`src/rtl/fir_sample_source.sv`:
```
// Square-wave sample producer for the FIR datapath: debounced button press
// launches one sample (step mode) or toggles a free-running cadence (run mode).
module fir_sample_source #(
  parameter int DATA_W          = 8,
  parameter int DEPTH           = 16,
  parameter int AMPL            = 100,
  parameter int DEBOUNCE_CYCLES = 500000,
  parameter int RATE            = 50000
) (
  input  logic                     CLOCK_50,
  input  logic                     rst_n,
  input  logic                     toggleBtn,
  input  logic                     mode,
  input  logic                     sample_ready,
  output logic [DATA_W-1:0]        sample_data,
  output logic                     sample_valid,
  output logic [$clog2(DEPTH)-1:0] sample_idx,
  output logic                     wrap,
  output logic                     LEDG
);

  localparam int IDX_W = $clog2(DEPTH);
  localparam int DB_W  = (DEBOUNCE_CYCLES > 1) ? $clog2(DEBOUNCE_CYCLES) : 1;
  localparam int RT_W  = (RATE > 1) ? $clog2(RATE) : 1;

  localparam logic [DB_W-1:0]   DB_LAST = DB_W'(DEBOUNCE_CYCLES - 1);
  localparam logic [RT_W-1:0]   RT_LOAD = RT_W'(RATE - 1);
  localparam logic [DATA_W-1:0] AMPL_T  = DATA_W'(AMPL);

  typedef enum logic [1:0] {
    S_IDLE,
    S_PRESENT,
    S_WAIT
  } state_e;

  // First half of the table holds AMPL, second half is zero; MSB of the index selects.
  function automatic logic [DATA_W-1:0] table_at(input logic [IDX_W-1:0] i);
    return i[IDX_W-1] ? '0 : AMPL_T;
  endfunction

  logic [1:0]        sync_q;
  logic [DB_W-1:0]   db_cnt_q, db_cnt_d;
  logic              clean_q, clean_d;
  logic              clean_dly_q;
  logic              press_q;
  logic              run_q, run_d;

  state_e            state_q, state_d;
  logic [RT_W-1:0]   rate_q, rate_d;
  logic [DATA_W-1:0] data_q, data_d;
  logic              valid_q, valid_d;
  logic [IDX_W-1:0]  idx_q, idx_d;
  logic              wrap_q, wrap_d;

  always_comb begin
    db_cnt_d = '0;
    clean_d  = clean_q;
    if (sync_q[1] != clean_q) begin
      if (db_cnt_q == DB_LAST) begin
        clean_d = sync_q[1];
      end else begin
        db_cnt_d = db_cnt_q + DB_W'(1);
      end
    end
  end

  assign run_d = mode ? (run_q ^ press_q) : 1'b0;

  always_comb begin
    state_d = state_q;
    rate_d  = rate_q;
    data_d  = data_q;
    valid_d = valid_q;
    idx_d   = idx_q;
    wrap_d  = 1'b0;
    unique case (state_q)
      S_IDLE: begin
        if ((press_q && !mode) || run_q) begin
          state_d = S_PRESENT;
          valid_d = 1'b1;
          data_d  = table_at(idx_q);
        end
      end
      S_PRESENT: begin
        if (sample_ready) begin
          idx_d   = idx_q + IDX_W'(1);
          wrap_d  = (idx_q == '1);
          valid_d = 1'b0;
          if (run_q) begin
            state_d = S_WAIT;
            rate_d  = RT_LOAD;
          end else begin
            state_d = S_IDLE;
          end
        end
      end
      S_WAIT: begin
        if (rate_q == '0) begin
          if (run_q) begin
            state_d = S_PRESENT;
            valid_d = 1'b1;
            data_d  = table_at(idx_q);
          end else begin
            state_d = S_IDLE;
          end
        end else begin
          rate_d = rate_q - RT_W'(1);
        end
      end
      default: begin
        state_d = S_IDLE;
        valid_d = 1'b0;
      end
    endcase
  end

  always_ff @(posedge CLOCK_50 or negedge rst_n) begin
    if (!rst_n) begin
      sync_q      <= '0;
      db_cnt_q    <= '0;
      clean_q     <= 1'b0;
      clean_dly_q <= 1'b0;
      press_q     <= 1'b0;
      run_q       <= 1'b0;
      state_q     <= S_IDLE;
      rate_q      <= '0;
      data_q      <= '0;
      valid_q     <= 1'b0;
      idx_q       <= '0;
      wrap_q      <= 1'b0;
    end else begin
      sync_q      <= {sync_q[0], toggleBtn};
      db_cnt_q    <= db_cnt_d;
      clean_q     <= clean_d;
      clean_dly_q <= clean_q;
      press_q     <= clean_q & ~clean_dly_q;
      run_q       <= run_d;
      state_q     <= state_d;
      rate_q      <= rate_d;
      data_q      <= data_d;
      valid_q     <= valid_d;
      idx_q       <= idx_d;
      wrap_q      <= wrap_d;
    end
  end

  assign sample_data  = data_q;
  assign sample_valid = valid_q;
  assign sample_idx   = idx_q;
  assign wrap         = wrap_q;
  assign LEDG         = run_q;

endmodule

```
`config.mk`:
```
export PLATFORM = sky130hd
export DESIGN_NAME = fir_sample_source
export DESIGN_NICKNAME = d
export VERILOG_FILES = /design/src/rtl/fir_sample_source.sv
export SDC_FILE = /design/constraint.sdc
export NUM_CORES = 1
export LEC_CHECK = 0
export CAP_MARGIN = 30
export CORE_AREA = 2 2 83 85
export CTS_BUF_LIST = sky130_fd_sc_hd__clkbuf_8
export DETAILED_ROUTE_END_ITERATION = 16
export DIE_AREA = 0 0 85 87
export PLACE_DENSITY = 0.57
export RECOVER_POWER = 50
export REMOVE_ABC_BUFFERS = 1
export SLEW_MARGIN = 0
export SYNTH_ARGS = -nofsm -noshare
export SYNTH_HDL_FRONTEND = slang
export SYNTH_SLANG_ARGS = --single-unit
```
`constraint.sdc`:
```
create_clock -name CLOCK_50 -period 3.4 [get_ports CLOCK_50]
set_clock_uncertainty 0.15 [all_clocks]
set_input_delay 0.34 -clock CLOCK_50 [delete_from_list [all_inputs] [get_ports CLOCK_50]]
set_output_delay 0.34 -clock CLOCK_50 [all_outputs]
set_load 0.05 [all_outputs]
```
* Word-level counts from Yosys, hierarchy flattened
Cells that the tools add are included.
** Storage, ports and cells
- Input bits :: 5
- Output and inout port bits :: 15
- Flip-flop bits (word level) :: 57
- Logic and storage cells :: 67
** Cells by class
- $add $sub $neg :: 3
- Bitwise logic cells :: 3
- Mux-type cells :: 25
- Reductions and logical operators :: 13
- Eq/ne operators :: 11
** Operator list (count)
- 16-bit two-way mux :: 3
- 19-bit two-way mux :: 2
- 16-bit one-hot mux with 2 select lines :: 1
- 8-bit two-way mux :: 3
- 19-bit by 1-bit adder with 19-bit output (second input constant) :: 1
- 19-bit equality test (second input constant) :: 1
- 16-bit zero test :: 1
- 8-bit one-hot mux with 2 select lines :: 1
- 16-bit by 1-bit subtractor with 16-bit output (second input constant) :: 1
- 2-bit != test (second input constant) :: 6
- 4-bit AND reduction :: 3
- 1-bit two-way mux :: 8
- 2-bit two-way mux :: 4
- 7-bit two-way mux :: 1
- 2-bit one-hot mux with 3 select lines :: 1
- 4-bit by 1-bit adder with 4-bit output (second input constant) :: 1
- 4-bit equality test (second input constant) :: 1
- 2-bit AND reduction :: 2
- 2-bit nonzero test :: 2
- 1-bit one-hot mux with 3 select lines :: 1
- 3-bit AND reduction :: 1
- 2-bit by 1-bit equality test with 1-bit output (second input constant) :: 1
- 2-bit equality test (second input constant) :: 1
- 2-bit zero test :: 1
- other kinds (7) :: 7

* Longest topological paths before layout
- Word-level depth :: 5
- Mapped depth :: 7
- Gate-level depth less buffers :: 6

* Worst setup path after synthesis
OpenSTA, ideal clock, no wires.
- Path type :: register to register
- Start :: reg rate_q[0]
- End :: reg rate_q[8]
- Cell stages (with the launch flop) :: 7
- Arrival :: 2064 ps
- Setup slack :: 1050 ps
- Period minus slack after synthesis :: 2350 ps
- Buffers on the path :: 0
- Setup time :: 136 ps
- Data required time :: 3114 ps
- Cell sequence :: dfrtp_1 -> inv_1 -> ha_1 -> or3b_1 -> or4_4 -> o31ai_1 -> or3b_2
** Between the ends
- Cells in the longest elaborated chain, start to end :: 3
- Elaborated cells on any way between the ends :: 6
- Those cells by class :: add/sub: 1; eq/ne: 1; mux: 2; reduce/logical: 2
** Ends and longest elaborated chain
- start: declaration :: RTL line 49 : logic [RT_W-1:0] rate_q, rate_d;
- start signal: assignment :: RTL line 139 : rate_q <= rate_d;
- 16-bit by 1-bit subtractor with 16-bit output / 16-bit zero test (equally long branches) :: RTL line 107, 98
- 16-bit two-way mux / 2-bit != test (equally long branches)
- 16-bit one-hot mux with 2 select lines / 4-bit AND reduction (equally long branches)
Parallel ways exist; a longest one is shown, timed or not. The select of a mux whose other input is x is not followed.
A chain may end at the register's enable or synchronous reset.

* Worst setup path in the final report
- Start :: reg rate_q[0]
- End :: reg rate_q[12]
Same word-level chain as after synthesis.

==> metrics.txt <==
# TYPE chip_impl_metric gauge
chip_impl_info{name="run_status",value="finished, violations left"} 1
chip_impl_info{name="failing_checks",value="capacitance limit, slew limit"} 1
chip_impl_metric{name="area_used_by_multi_input_combinational_logic",unit="um^2"} 1180
chip_impl_metric{name="critical_path_cell_count",unit=""} 6
chip_impl_metric{name="crit_path_max_incr_delay",unit="ns"} 0.69
chip_impl_metric{name="number_of_top_level_pins",unit=""} 20
chip_impl_metric{name="finalWeightedCongestion",unit=""} 0.744
chip_impl_metric{name="synth-seq-cells",unit=""} 50
chip_impl_info{name="cp-end-kind",value="flip-flop"} 1
chip_impl_info{name="setup_repair_after_global_routing_missed_its_margin",value="no"} 1
chip_impl_metric{name="post_layout_nonfiller_instances",unit=""} 349
chip_impl_metric{name="final_antenna_net_count",unit=""} 0
chip_impl_info{name="critical-path-top-delay-family",value="simple AND/OR/NAND/NOR gates"} 1
chip_impl_info{name="startpoint_class",value="flip-flop"} 1
chip_impl_metric{name="wl_per_cell",unit="um"} 13.6
chip_impl_metric{name="drv_cap",unit=""} 1
chip_impl_metric{name="placed_cells_incl_taps",unit=""} 340
chip_impl_metric{name="reg2reg_depth",unit=""} 6
chip_impl_metric{name="synth.cell_area",unit="um^2"} 2530
chip_impl_metric{name="fmax_achieved",unit="GHz"} 0.389
chip_impl_metric{name="finish.net_count",unit=""} 276
chip_impl_metric{name="insertedDiodeCount",unit=""} 0
chip_impl_metric{name="area_growth",unit="%"} 11.8
chip_impl_metric{name="die_height",unit="um"} 87
chip_impl_metric{name="worstMarginPinSlew",unit="ns"} 1.73
chip_impl_metric{name="gr-usage-all-layers",unit="%"} 14.0
chip_impl_metric{name="detailedRoute.firstPassIterationCount",unit=""} 4
chip_impl_metric{name="report.final.hold_viol_count",unit=""} 0
chip_impl_metric{name="cts_made_buffers",unit=""} 5
chip_impl_metric{name="post_synth_num_cell_types",unit=""} 49
chip_impl_metric{name="register_area",unit="um^2"} 1250
chip_impl_metric{name="synth-async-reset-ratio",unit="%"} 100
chip_impl_metric{name="syn_area_per_cell",unit="um^2"} 10.0
chip_impl_metric{name="report.final.setup_viol",unit=""} 0
chip_impl_info{name="ctsRootBufferMaster",value="sky130_fd_sc_hd__clkbuf_8"} 1
chip_impl_metric{name="route.detailed.drc",unit=""} 0
chip_impl_metric{name="worstSkewPairLatency",unit="ns"} 0.31
chip_impl_metric{name="die_width",unit="um"} 85
chip_impl_metric{name="sequential_share_of_the_synthesized_area",unit="%"} 49.5
chip_impl_metric{name="fp-row-count",unit=""} 30
chip_impl_metric{name="drt-vias-per-instance",unit=""} 5.18
chip_impl_metric{name="timing.slew.headroom",unit="%"} -15.4
chip_impl_metric{name="buffer_ports.inserted",unit=""} 14
chip_impl_metric{name="critPathBufInv",unit=""} 1
chip_impl_metric{name="worst_hold_path_cells",unit=""} 0
chip_impl_metric{name="leakagePower",unit="nW"} 1.18
chip_impl_metric{name="postSynthCellCount",unit=""} 253
chip_impl_metric{name="effective_utilization_at_floorplan",unit="%"} 38.5
chip_impl_metric{name="largest_net_degree_at_the_start_of_global_routing",unit=""} 32
chip_impl_info{name="tritoncts",value="done"} 1
chip_impl_info{name="path_class",value="flip-flop to flip-flop"} 1
chip_impl_metric{name="clock_sinks",unit=""} 50
chip_impl_info{name="timing.critical_path.cells",value="inv_1 > ha_1 > or3b_1 > or4_1 > nor4_1 > mux2i_1"} 1
chip_impl_metric{name="fin_crit_sh",unit="%"} 75.6
chip_impl_metric{name="via_count_of_the_routed_design",unit=""} 1807
chip_impl_metric{name="yosysWarnings",unit=""} 0
chip_impl_metric{name="gr-total-overflow",unit=""} 0
chip_impl_metric{name="crit_fanout",unit=""} 10
chip_impl_metric{name="grt_antenna_before_repair",unit=""} 0
chip_impl_metric{name="worst_ep_required_time",unit="ns"} 3.48
chip_impl_metric{name="die_area",unit="um^2"} 7400
chip_impl_metric{name="hpwl_detailed",unit="um"} 3270
chip_impl_metric{name="finalWorstPathRequiredPeriod",unit="ns"} 2.57
chip_impl_info{name="flip_flop_cell_with_the_highest_count_after_synthesis",value="sky130_fd_sc_hd__dfrtp_1"} 1
chip_impl_info{name="hold_path.class",value="flip-flop to flip-flop"} 1
chip_impl_metric{name="ctsHtreeMaxLevel",unit=""} 2
chip_impl_metric{name="pwr_density_cell",unit="nW/um^2"} 359
chip_impl_metric{name="detail_route.wirelength",unit="um"} 4760
chip_impl_metric{name="post_cts_buffers",unit=""} 0
chip_impl_metric{name="drive_above_1_share",unit="%"} 6.69
chip_impl_metric{name="detailedRoute.firstIterationViolations",unit=""} 56
chip_impl_info{name="layout.cells.most_common",value="sky130_fd_sc_hd__dfrtp_1"} 1
chip_impl_metric{name="clk_pin_slew_worst_paths",unit="ns"} 0.10
chip_impl_metric{name="slew_violations",unit=""} 32
chip_impl_metric{name="ir_worst_vdd",unit="mV"} 0.194
chip_impl_metric{name="vias_in_the_first_global_route",unit=""} 1732
chip_impl_info{name="commonest_cells_after_routing_fill_and_taps_aside",value="50 x sky130_fd_sc_hd__dfrtp_1, 24 x sky130_fd_sc_hd__nor2_1, 23 x sky130_fd_sc_hd__nand2_1"} 1
chip_impl_metric{name="synth_edf_count",unit=""} 0
chip_impl_metric{name="core_area",unit="um^2"} 6570
chip_impl_metric{name="worst_endpoint_data_arrival_time",unit="ns"} 2.65
chip_impl_info{name="worst_path_max_delay_cell",value="sky130_fd_sc_hd__or4_1"} 1
chip_impl_metric{name="max-clock-path-buffers",unit=""} 2
chip_impl_metric{name="total_negative_setup_slacks",unit="ns"} 0
chip_impl_metric{name="nFillCells",unit=""} 658
chip_impl_metric{name="grt_first_pass_wirelength",unit="um"} 8270
[cell type report]
class / instances / share of cell area (%)
flip-flops and latches: 50 / 44.2
multi-input cells: 185 / 41.8
repair buffers: 18 / 5.79
well taps: 80 / 3.54
clock buffers: 6 / 2.92
inverters: 8 / 1.06
clock inverters: 2 / 0.619
[per-layer routing]
layer  track usage, %  up-vias  part of all wire (%)
met5                0        -                     0
li1                 -      929                     -
met4             4.33        0                 0.042
met2             22.4       17                    47
met3             3.13        2                   2.4
met1             18.9      859                    50
[where the power goes]
part	internal, W	switching, W	total (W)
logic	0.00000813	0.0000321	0.0000403
clock network	0.000168	0.000207	0.000374
registers	0.000598	0.00000348	0.000602
[through the flow]
stage          power [W]  utilization [%]  instance area (um^2)  hold WS [ns]  setup slack, ns
2_1_floorplan   0.000634                -                  2460        -0.106             1.05
3_3_place_gp    0.000655             41.4                  2720         0.182            0.854
3_5_place_dp    0.000656             41.4                  2720         0.186            0.768
4_1_cts          0.00103             43.1                  2830         0.207            0.836
5_1_grt          0.00106             43.1                  2830         0.219            0.414
6_report         0.00102             43.1                  2830         0.204            0.831
[logic make-up after synthesis]
logic type / share of synthesized area (%)
simple gates: 23.3
mux: 5.24
other cells: 0.148
compound gates: 10.5
fa+ha+maj: 1.48
xor+xnor: 5.54
flops: 49.5
buf+inv: 4.35
[Yosys cell counts, types with 7 or more instances]
cell type / count / area, um^2
sky130_fd_sc_hd__inv_1: 8 / 30.0
sky130_fd_sc_hd__a21oi_1: 8 / 40.0
sky130_fd_sc_hd__nor4_1: 8 / 50.1
sky130_fd_sc_hd__nor3_1: 7 / 35.0
sky130_fd_sc_hd__xnor2_1: 10 / 87.6
sky130_fd_sc_hd__nor2_1: 24 / 90.1
sky130_fd_sc_hd__buf_4: 7 / 52.6
sky130_fd_sc_hd__o21ai_0: 7 / 35.0
sky130_fd_sc_hd__or3_1: 8 / 50.1
sky130_fd_sc_hd__mux2i_1: 11 / 110
sky130_fd_sc_hd__nand2_1: 23 / 86.3
sky130_fd_sc_hd__dfrtp_1: 50 / 1250
[registers in the layout, summed over array words and instances, names as in the netlist]
register	flops
clean_dly_q	1
sample_valid	1
sync_q	2
state_q	2
rate_q	16
sample_data	1
wrap	1
db_cnt_q	19
press_q	1
sample_idx	4
LEDG	1
clean_q	1
[path summary, 6_finish.rpt]
path / slack (ns) / startpoint / to
setup reg to reg: 0.83 / rate_q[0] / rate_q[12]
hold / removal: 0.20 / sync_q[0] / sync_q[1]
max in group asynchronous: 0.94 / rst_n / rate_q[2]
hold reg to reg: 0.20 / sync_q[0] / sync_q[1]
min in group asynchronous: 0.87 / rst_n / rate_q[12]
setup / recovery: 0.83 / rate_q[0] / rate_q[12]
[repair_timing]
action / 4_1_cts / 5_1_grt
hold buffers: 1 / 0
endpoints found under the setup margin: 0 / 0
gates resized for setup: 0 / 0
hold endpoints to repair: 30 / 0
No activity file was read; power rests on OpenSTA's default activity.
